[src/rtl/multi_sum_pipe_if.sv]
// Stream bundle for multi_sum_pipe: operand beats in, narrowed sums out.
// master = producer/consumer side, slave = the summing pipeline.
interface multi_sum_pipe_if #(
    parameter int DATA_W = 16,
    parameter int NUM_IN = 3,
    parameter int OUT_W  = 16
);
    logic [NUM_IN*DATA_W-1:0] in_data;
    logic                     in_valid;
    logic                     in_ready;
    logic                     in_mode;
    logic                     in_last;
    logic [OUT_W-1:0]         out_data;
    logic                     out_ovf;
    logic                     out_valid;
    logic                     out_ready;

    modport master (
        output in_data, in_valid, in_mode, in_last, out_ready,
        input  in_ready, out_data, out_ovf, out_valid
    );

    modport slave (
        input  in_data, in_valid, in_mode, in_last, out_ready,
        output in_ready, out_data, out_ovf, out_valid
    );
endinterface

[src/rtl/multi_sum_pipe.sv]
// Two-stage NUM_IN-operand adder with per-beat or per-frame (accumulated) results.
// Optional MULTI_SUM_SAT_EN: overflowing results saturate to all ones instead of wrapping.
module multi_sum_pipe #(
    parameter int DATA_W = 16,
    parameter int NUM_IN = 3,
    parameter int OUT_W  = 16,
    parameter int ACC_W  = 24
) (
    input  logic              clk,
    input  logic              rst_n,
    multi_sum_pipe_if.slave   bus
);
    localparam int SUM_W = DATA_W + $clog2(NUM_IN);

    typedef enum logic {
        ST_IDLE = 1'b0,
        ST_OPEN = 1'b1
    } frame_state_e;

    logic                advance;
    logic [DATA_W-1:0]   opnd [NUM_IN];
    logic [SUM_W-1:0]    sum_d;

    logic                s1_valid_q;
    logic [SUM_W-1:0]    s1_sum_q;
    logic                s1_mode_q;
    logic                s1_last_q;

    frame_state_e        state_q, state_d;
    logic [ACC_W-1:0]    acc_q, acc_d;
    logic                sticky_q, sticky_d;
    logic                frame_open;
    logic [ACC_W:0]      acc_sum;
    logic                carry_any;

    logic                emit;
    logic [ACC_W-1:0]    res;
    logic                res_carry;
    logic                res_hi_nz;
    logic [OUT_W-1:0]    res_lo;
    logic                res_ovf;
    logic [OUT_W-1:0]    res_out;

    logic                out_valid_q, out_valid_d;
    logic [OUT_W-1:0]    out_data_q, out_data_d;
    logic                out_ovf_q, out_ovf_d;

    // The whole pipe moves together; a held output freezes both stages.
    assign advance      = ~out_valid_q | bus.out_ready;
    assign bus.in_ready = advance;

    generate
        for (genvar gi = 0; gi < NUM_IN; gi++) begin : g_opnd
            assign opnd[gi] = bus.in_data[gi*DATA_W +: DATA_W];
        end
    endgenerate

    always_comb begin
        sum_d = '0;
        for (int k = 0; k < NUM_IN; k++) begin
            sum_d = sum_d + SUM_W'(opnd[k]);
        end
    end

    always_ff @(posedge clk) begin
        if (!rst_n) begin
            s1_valid_q <= 1'b0;
            s1_sum_q   <= '0;
            s1_mode_q  <= 1'b0;
            s1_last_q  <= 1'b0;
        end else if (advance) begin
            s1_valid_q <= bus.in_valid;
            s1_sum_q   <= sum_d;
            s1_mode_q  <= bus.in_mode;
            s1_last_q  <= bus.in_last;
        end
    end

    assign frame_open = (state_q == ST_OPEN);
    assign acc_sum    = {1'b0, (frame_open ? acc_q : {ACC_W{1'b0}})} + (ACC_W+1)'(s1_sum_q);
    assign carry_any  = (frame_open & sticky_q) | acc_sum[ACC_W];

    // Frame FSM and result selection; mode-0 beats leave frame state alone.
    always_comb begin
        state_d   = state_q;
        acc_d     = acc_q;
        sticky_d  = sticky_q;
        emit      = 1'b0;
        res       = '0;
        res_carry = 1'b0;
        if (advance && s1_valid_q) begin
            if (!s1_mode_q) begin
                emit = 1'b1;
                res  = ACC_W'(s1_sum_q);
            end else if (s1_last_q) begin
                emit      = 1'b1;
                res       = acc_sum[ACC_W-1:0];
                res_carry = carry_any;
                acc_d     = '0;
                sticky_d  = 1'b0;
                state_d   = ST_IDLE;
            end else begin
                acc_d    = acc_sum[ACC_W-1:0];
                sticky_d = carry_any;
                state_d  = ST_OPEN;
            end
        end
    end

    generate
        if (ACC_W > OUT_W) begin : g_narrow
            assign res_hi_nz = |res[ACC_W-1:OUT_W];
            assign res_lo    = res[OUT_W-1:0];
        end else begin : g_wide
            assign res_hi_nz = 1'b0;
            assign res_lo    = OUT_W'(res);
        end
    endgenerate

    assign res_ovf = res_hi_nz | res_carry;

`ifdef MULTI_SUM_SAT_EN
    assign res_out = res_ovf ? {OUT_W{1'b1}} : res_lo;
`else
    assign res_out = res_lo;
`endif

    always_comb begin
        out_valid_d = out_valid_q;
        out_data_d  = out_data_q;
        out_ovf_d   = out_ovf_q;
        if (advance) begin
            out_valid_d = emit;
            if (emit) begin
                out_data_d = res_out;
                out_ovf_d  = res_ovf;
            end
        end
    end

    always_ff @(posedge clk) begin
        if (!rst_n) begin
            state_q     <= ST_IDLE;
            acc_q       <= '0;
            sticky_q    <= 1'b0;
            out_valid_q <= 1'b0;
            out_data_q  <= '0;
            out_ovf_q   <= 1'b0;
        end else begin
            state_q     <= state_d;
            acc_q       <= acc_d;
            sticky_q    <= sticky_d;
            out_valid_q <= out_valid_d;
            out_data_q  <= out_data_d;
            out_ovf_q   <= out_ovf_d;
        end
    end

    assign bus.out_valid = out_valid_q;
    assign bus.out_data  = out_data_q;
    assign bus.out_ovf   = out_ovf_q;
endmodule
[src/flat_wrapper.sv]
// flat-port wrapper written by rule: the top's interface ports become plain ports
module multi_sum_pipe_flat 
#(
    parameter int DATA_W = 16,
    parameter int NUM_IN = 3,
    parameter int OUT_W  = 16,
    parameter int ACC_W  = 24
)
  (clk, rst_n, bus_in_data, bus_in_valid, bus_in_mode, bus_in_last, bus_out_ready, bus_in_ready, bus_out_data, bus_out_ovf, bus_out_valid);
  multi_sum_pipe_if #(.DATA_W(DATA_W), .NUM_IN(NUM_IN), .OUT_W(OUT_W)) bus_i ();
  input  logic clk;
  input  logic rst_n;
  input wire logic [$bits(bus_i.in_data)-1:0] bus_in_data;
  input wire logic [$bits(bus_i.in_valid)-1:0] bus_in_valid;
  input wire logic [$bits(bus_i.in_mode)-1:0] bus_in_mode;
  input wire logic [$bits(bus_i.in_last)-1:0] bus_in_last;
  input wire logic [$bits(bus_i.out_ready)-1:0] bus_out_ready;
  output wire logic [$bits(bus_i.in_ready)-1:0] bus_in_ready;
  output wire logic [$bits(bus_i.out_data)-1:0] bus_out_data;
  output wire logic [$bits(bus_i.out_ovf)-1:0] bus_out_ovf;
  output wire logic [$bits(bus_i.out_valid)-1:0] bus_out_valid;
  assign bus_i.in_data = bus_in_data;
  assign bus_i.in_valid = bus_in_valid;
  assign bus_i.in_mode = bus_in_mode;
  assign bus_i.in_last = bus_in_last;
  assign bus_i.out_ready = bus_out_ready;
  assign bus_in_ready = bus_i.in_ready;
  assign bus_out_data = bus_i.out_data;
  assign bus_out_ovf = bus_i.out_ovf;
  assign bus_out_valid = bus_i.out_valid;
  multi_sum_pipe #(.DATA_W(DATA_W), .NUM_IN(NUM_IN), .OUT_W(OUT_W), .ACC_W(ACC_W)) u_core (.clk(clk), .rst_n(rst_n), .bus(bus_i));
endmodule
[config.mk]
export PLATFORM = sky130hd
export DESIGN_NAME = multi_sum_pipe_flat
export DESIGN_NICKNAME = d
export VERILOG_FILES = /design/src/rtl/multi_sum_pipe_if.sv /design/src/rtl/multi_sum_pipe.sv /design/src/flat_wrapper.sv
export SDC_FILE = /design/constraint.sdc
export NUM_CORES = 1
export LEC_CHECK = 0
export CORE_AREA = 2 2 135 137
export DETAILED_ROUTE_END_ITERATION = 8
export DIE_AREA = 0 0 137 139
export GPL_TIMING_DRIVEN = 0
export PLACE_DENSITY = 0.55
export SLEW_MARGIN = 20
export SYNTH_ARGS = -nofsm -noshare
export SYNTH_HDL_FRONTEND = slang
export SYNTH_SLANG_ARGS = --single-unit
[constraint.sdc]
create_clock -name clk -period 4.1 [get_ports clk]
set_input_delay 0.82 -clock clk [delete_from_list [all_inputs] [get_ports clk]]
set_output_delay 0.82 -clock clk [all_outputs]
set_load 0.05 [all_outputs]
==> run metrics <==
Worst Path Buf+Inv=2; final design utilization=0.3805; Crit path required time=4320 ps; fin cells=about 990; CTS Buffer Depth=2; Clk Tree Root Cell=clkbuf_16; max incr delay on CP=around 550 ps; post-synthesis register bit count=65; placed cell count=963; startpoint type of the worst setup path=register; combinational share of power=0.378; Peak VDD IR=around 0.18 mV; Filler cells=about 1900; DRT iter0 DRCs=around 300; detailed-route DRC error count=0; fin. max-slew vios=0; asr flop ratio synth=0; crit-path cells=clkbuf_1, clkbuf_1, and2_1, ha_1, fa_1, a211oi_1, o21ai_1, a31oi_1, a211o_1, nand2_1, o21a_1, a32oi_1, nand2_1; Mean Syn Cell Area=approximately 7.8 um^2; status=finished, final reports clean; area of the die=0.01904 mm^2; worst r2r path cells=13; nets@finish=866; Mapped Cells=~660; Power Dens Cells=around 370 mW/mm^2; routed vias=slightly above 5000; slew of the pin with the lowest slew margin=around 740 ps; slew margin rel.=0.5099; area of the multi-input gates=~0.0038 mm^2; Avg Vias per Cell=between 5 and 6; global-route wire length before repair=~25000 um; critical path arrival=around 4100 ps; worst reg-to-reg setup slack=~190 ps; vias in the first global route=slightly below 5000; hold_buf cts=0; Cell variety after synth=61; num ports=between 70 and 80; Synthesized Nets=between 700 and 800; clock transition at the registers of the reported paths=60 ps; sequential element share of the synthesized area=0.2523; clock latency at the later pin of the worst-skew pair=around 340 ps; CTS tree=yes; power after layout=~0.0025 W; row cnt=between 40 and 50; initial antenna violation count=0; hold slack=approximately 470 ps; simple-gate share of the synthesized area=0.2181; f_max=about 260 MHz; area grow syn2layout=30.28%; CP startpoint=u_core.frame_open; Final setup viols=0; Leak=around 2.7 nW; GRT Util Overall=0.1677; Synth warnings=0; register cell area after layout=between 0.001 and 0.0015 mm^2; CP Class=register to register; main combinational cell family by area after synthesis=compound AO/OA/AOI/OAI gates; post-synthesis compound-gate area fraction=0.2858; FF-to-FF Start=u_core.frame_open; Seq pwr share=0.311; Die W=~140 um; GRT overflow=0; Most used DFF post-synth=dfxtp_1; Final min period=a little under 4000 ps; CP Capture Type=register; HP Class=register to register; # Max-Cap Violations=0; WP depth=13; Initial Utilization=0.2921; cts bufs inserted=9; Int Pwr=0.001581 W; Clock Sinks=between 60 and 70; post-synthesis mux area share=0.01164; drt wl/cell=between 15 and 20 um; Setup Skew=2.676 ps; Post-synth EDFFs=0; Fin. Hold Viols=0; Post-DP HPWL=between 10000 and 15000 um; Buffers on Ports=72; Post-Syn Area=0.005157 mm^2; unrepaired setup endpoints after global routing=no; Antenna diodes=0; largest net degree at the start of global routing=13; worst-path fanout max=10; CP top delay family=compound AO/OA/AOI/OAI gates; CTS HTree Levels=3; R2R Path End=u_core.bus.out_ovf; WL final=about 16000 um; Clk network pwr share=0.311; Psw=around 0.00089 W; most common cell after layout, fill and taps aside=nor2_1; post-route antenna net violation count=0; first-pass detailed-route iteration total=5; adder and majority gate portion of the synthesized area=0.1329; CP endpoint=u_core.bus.out_ovf; Final Cycle Share=0.9529; most frequent cells in the layout=nor2_1, clkdlybuf4s50_1, dfxtp_1; gpl congestion=a little under 0.9; slowest cell on the critical path=a31oi_1; core footprint=approximately 0.018 mm^2; Synth Area in XOR/XNOR=0.06453; proportion of layout cells with a drive suffix above 1=0.09686; Chip Height=139 um; Sw Share=0.3612
==> registers in the layout, indices dropped and copies added, names as in the netlist <==
signal,cells
u_core.bus.out_ovf,1
u_core.sticky_q,1
u_core.s1_mode_q,1
u_core.frame_open,1
u_core.s1_valid_q,1
u_core.s1_last_q,1
u_core.acc_q,24
u_core.bus.out_valid,1
u_core.bus.out_data,16
u_core.s1_sum_q,18
==> worst min-delay path by stage <==
stage	startpoint	endpoint	cells past startpoint
after global routing	u_core.s1_sum_q[3]	u_core.s1_sum_q[3]	2
after global placement	u_core.acc_q[11]	u_core.acc_q[11]	2
after CTS	u_core.acc_q[11]	u_core.acc_q[11]	2
after floorplan	u_core.acc_q[11]	u_core.acc_q[11]	2
after detailed placement	u_core.acc_q[11]	u_core.acc_q[11]	2
final	u_core.acc_q[11]	u_core.acc_q[11]	2
==> power groups by stage <==
stage	clock [W]	sequential, W	combinational [W]
final	0.000771	0.000770	0.000935
after global routing	0.000802	0.000775	0.00104
after CTS	0.000783	0.000767	0.000894
after detailed placement	0	0.000781	0.000848
after global placement	0	0.000780	0.000848
after floorplan	0	0.000796	0.000565
==> Yosys cell counts, types with 5 or more instances <==
| master | count | share of area |
|---|---|---|
| dfxtp_1 | 65 | 0.25 |
| nand3_1 | 17 | 0.016 |
| or3_1 | 8 | 0.0097 |
| and3_1 | 10 | 0.012 |
| nand4_1 | 10 | 0.012 |
| nor2_1 | 68 | 0.049 |
| o22ai_1 | 7 | 0.0085 |
| a211oi_1 | 13 | 0.019 |
| inv_1 | 11 | 0.0080 |
| nand2b_1 | 6 | 0.0073 |
| o221ai_1 | 5 | 0.0085 |
| and2_1 | 24 | 0.029 |
| o21a_1 | 9 | 0.013 |
| xnor2_1 | 27 | 0.046 |
| a21oi_1 | 61 | 0.059 |
| xor2_1 | 11 | 0.019 |
| a21o_1 | 18 | 0.026 |
| buf_2 | 5 | 0.0049 |
| a22oi_1 | 14 | 0.020 |
| o21ai_0 | 38 | 0.037 |
| a31oi_1 | 12 | 0.015 |
| mux2i_1 | 6 | 0.012 |
| o211ai_1 | 9 | 0.013 |
| ha_1 | 50 | 0.12 |
| nor3_1 | 9 | 0.0087 |
| clkbuf_1 | 27 | 0.020 |
| nor2b_1 | 8 | 0.0097 |
| nand2_1 | 59 | 0.043 |
==> per-layer routing <==
layer | global-route usage | wire, um | up-vias | share of wire
met5 | 0 | 0 | - | 0
met1 | 0.2322 | 7557 | 2412 | 0.48
met2 | 0.2739 | 7353 | 119 | 0.47
met3 | 0.01718 | 611 | 14 | 0.039
met4 | 0.04883 | 170 | 0 | 0.011
li1 | - | - | 2646 | -
==> logic make-up (layout without fill, tap and decap cells) <==
group / count (synthesis) / count (layout)
AOI/OAI and AO/OA: 222 / 222
muxes: 6 / 6
adders and majority gates: 53 / 53
buffers and inverters: 46 / 148
DFF: 65 / 65
and+or+nand+nor: 232 / 232
xor gates and xnor gates: 38 / 38
==> worst min-delay path: stages, from the launching register on <==
cell     delay (ps)
dfxtp_1         310
nand3_1          60
o41ai_1          50
==> stage by stage <==
| step | worst slack (ps) | cell area [um^2] | TNS, ps |
|---|---|---|---|
| after global routing | 18.21 | 6719 | 0 |
| after floorplan | 260.6 | 5157 | 0 |
| final | 193.2 | 6719 | 0 |
| after detailed placement | -810.9 | 6165 | -4879 |
| after CTS | -26.41 | 6566 | -26.41 |
| after global placement | -835.2 | 6165 | -5031 |
==> layout make-up <==
class	count	share of cell area
Multi-Input combinational cell	551	0.5680
Sequential cell	65	0.1937
Timing Repair Buffer	86	0.1250
Tap cell	229	0.04264
Clock buffer	9	0.03352
Buffer	35	0.02067
Clock inverter	7	0.01043
Inverter	11	0.006145
==> what timing repair did <==
item / 4_1_cts / 5_1_grt
pin swaps: 6 / 25
buffers inserted: 5 / 9
gates resized for setup: 17 / 27
setup endpoints to repair: 8 / 9
No activity file was read; power rests on OpenSTA's default activity.
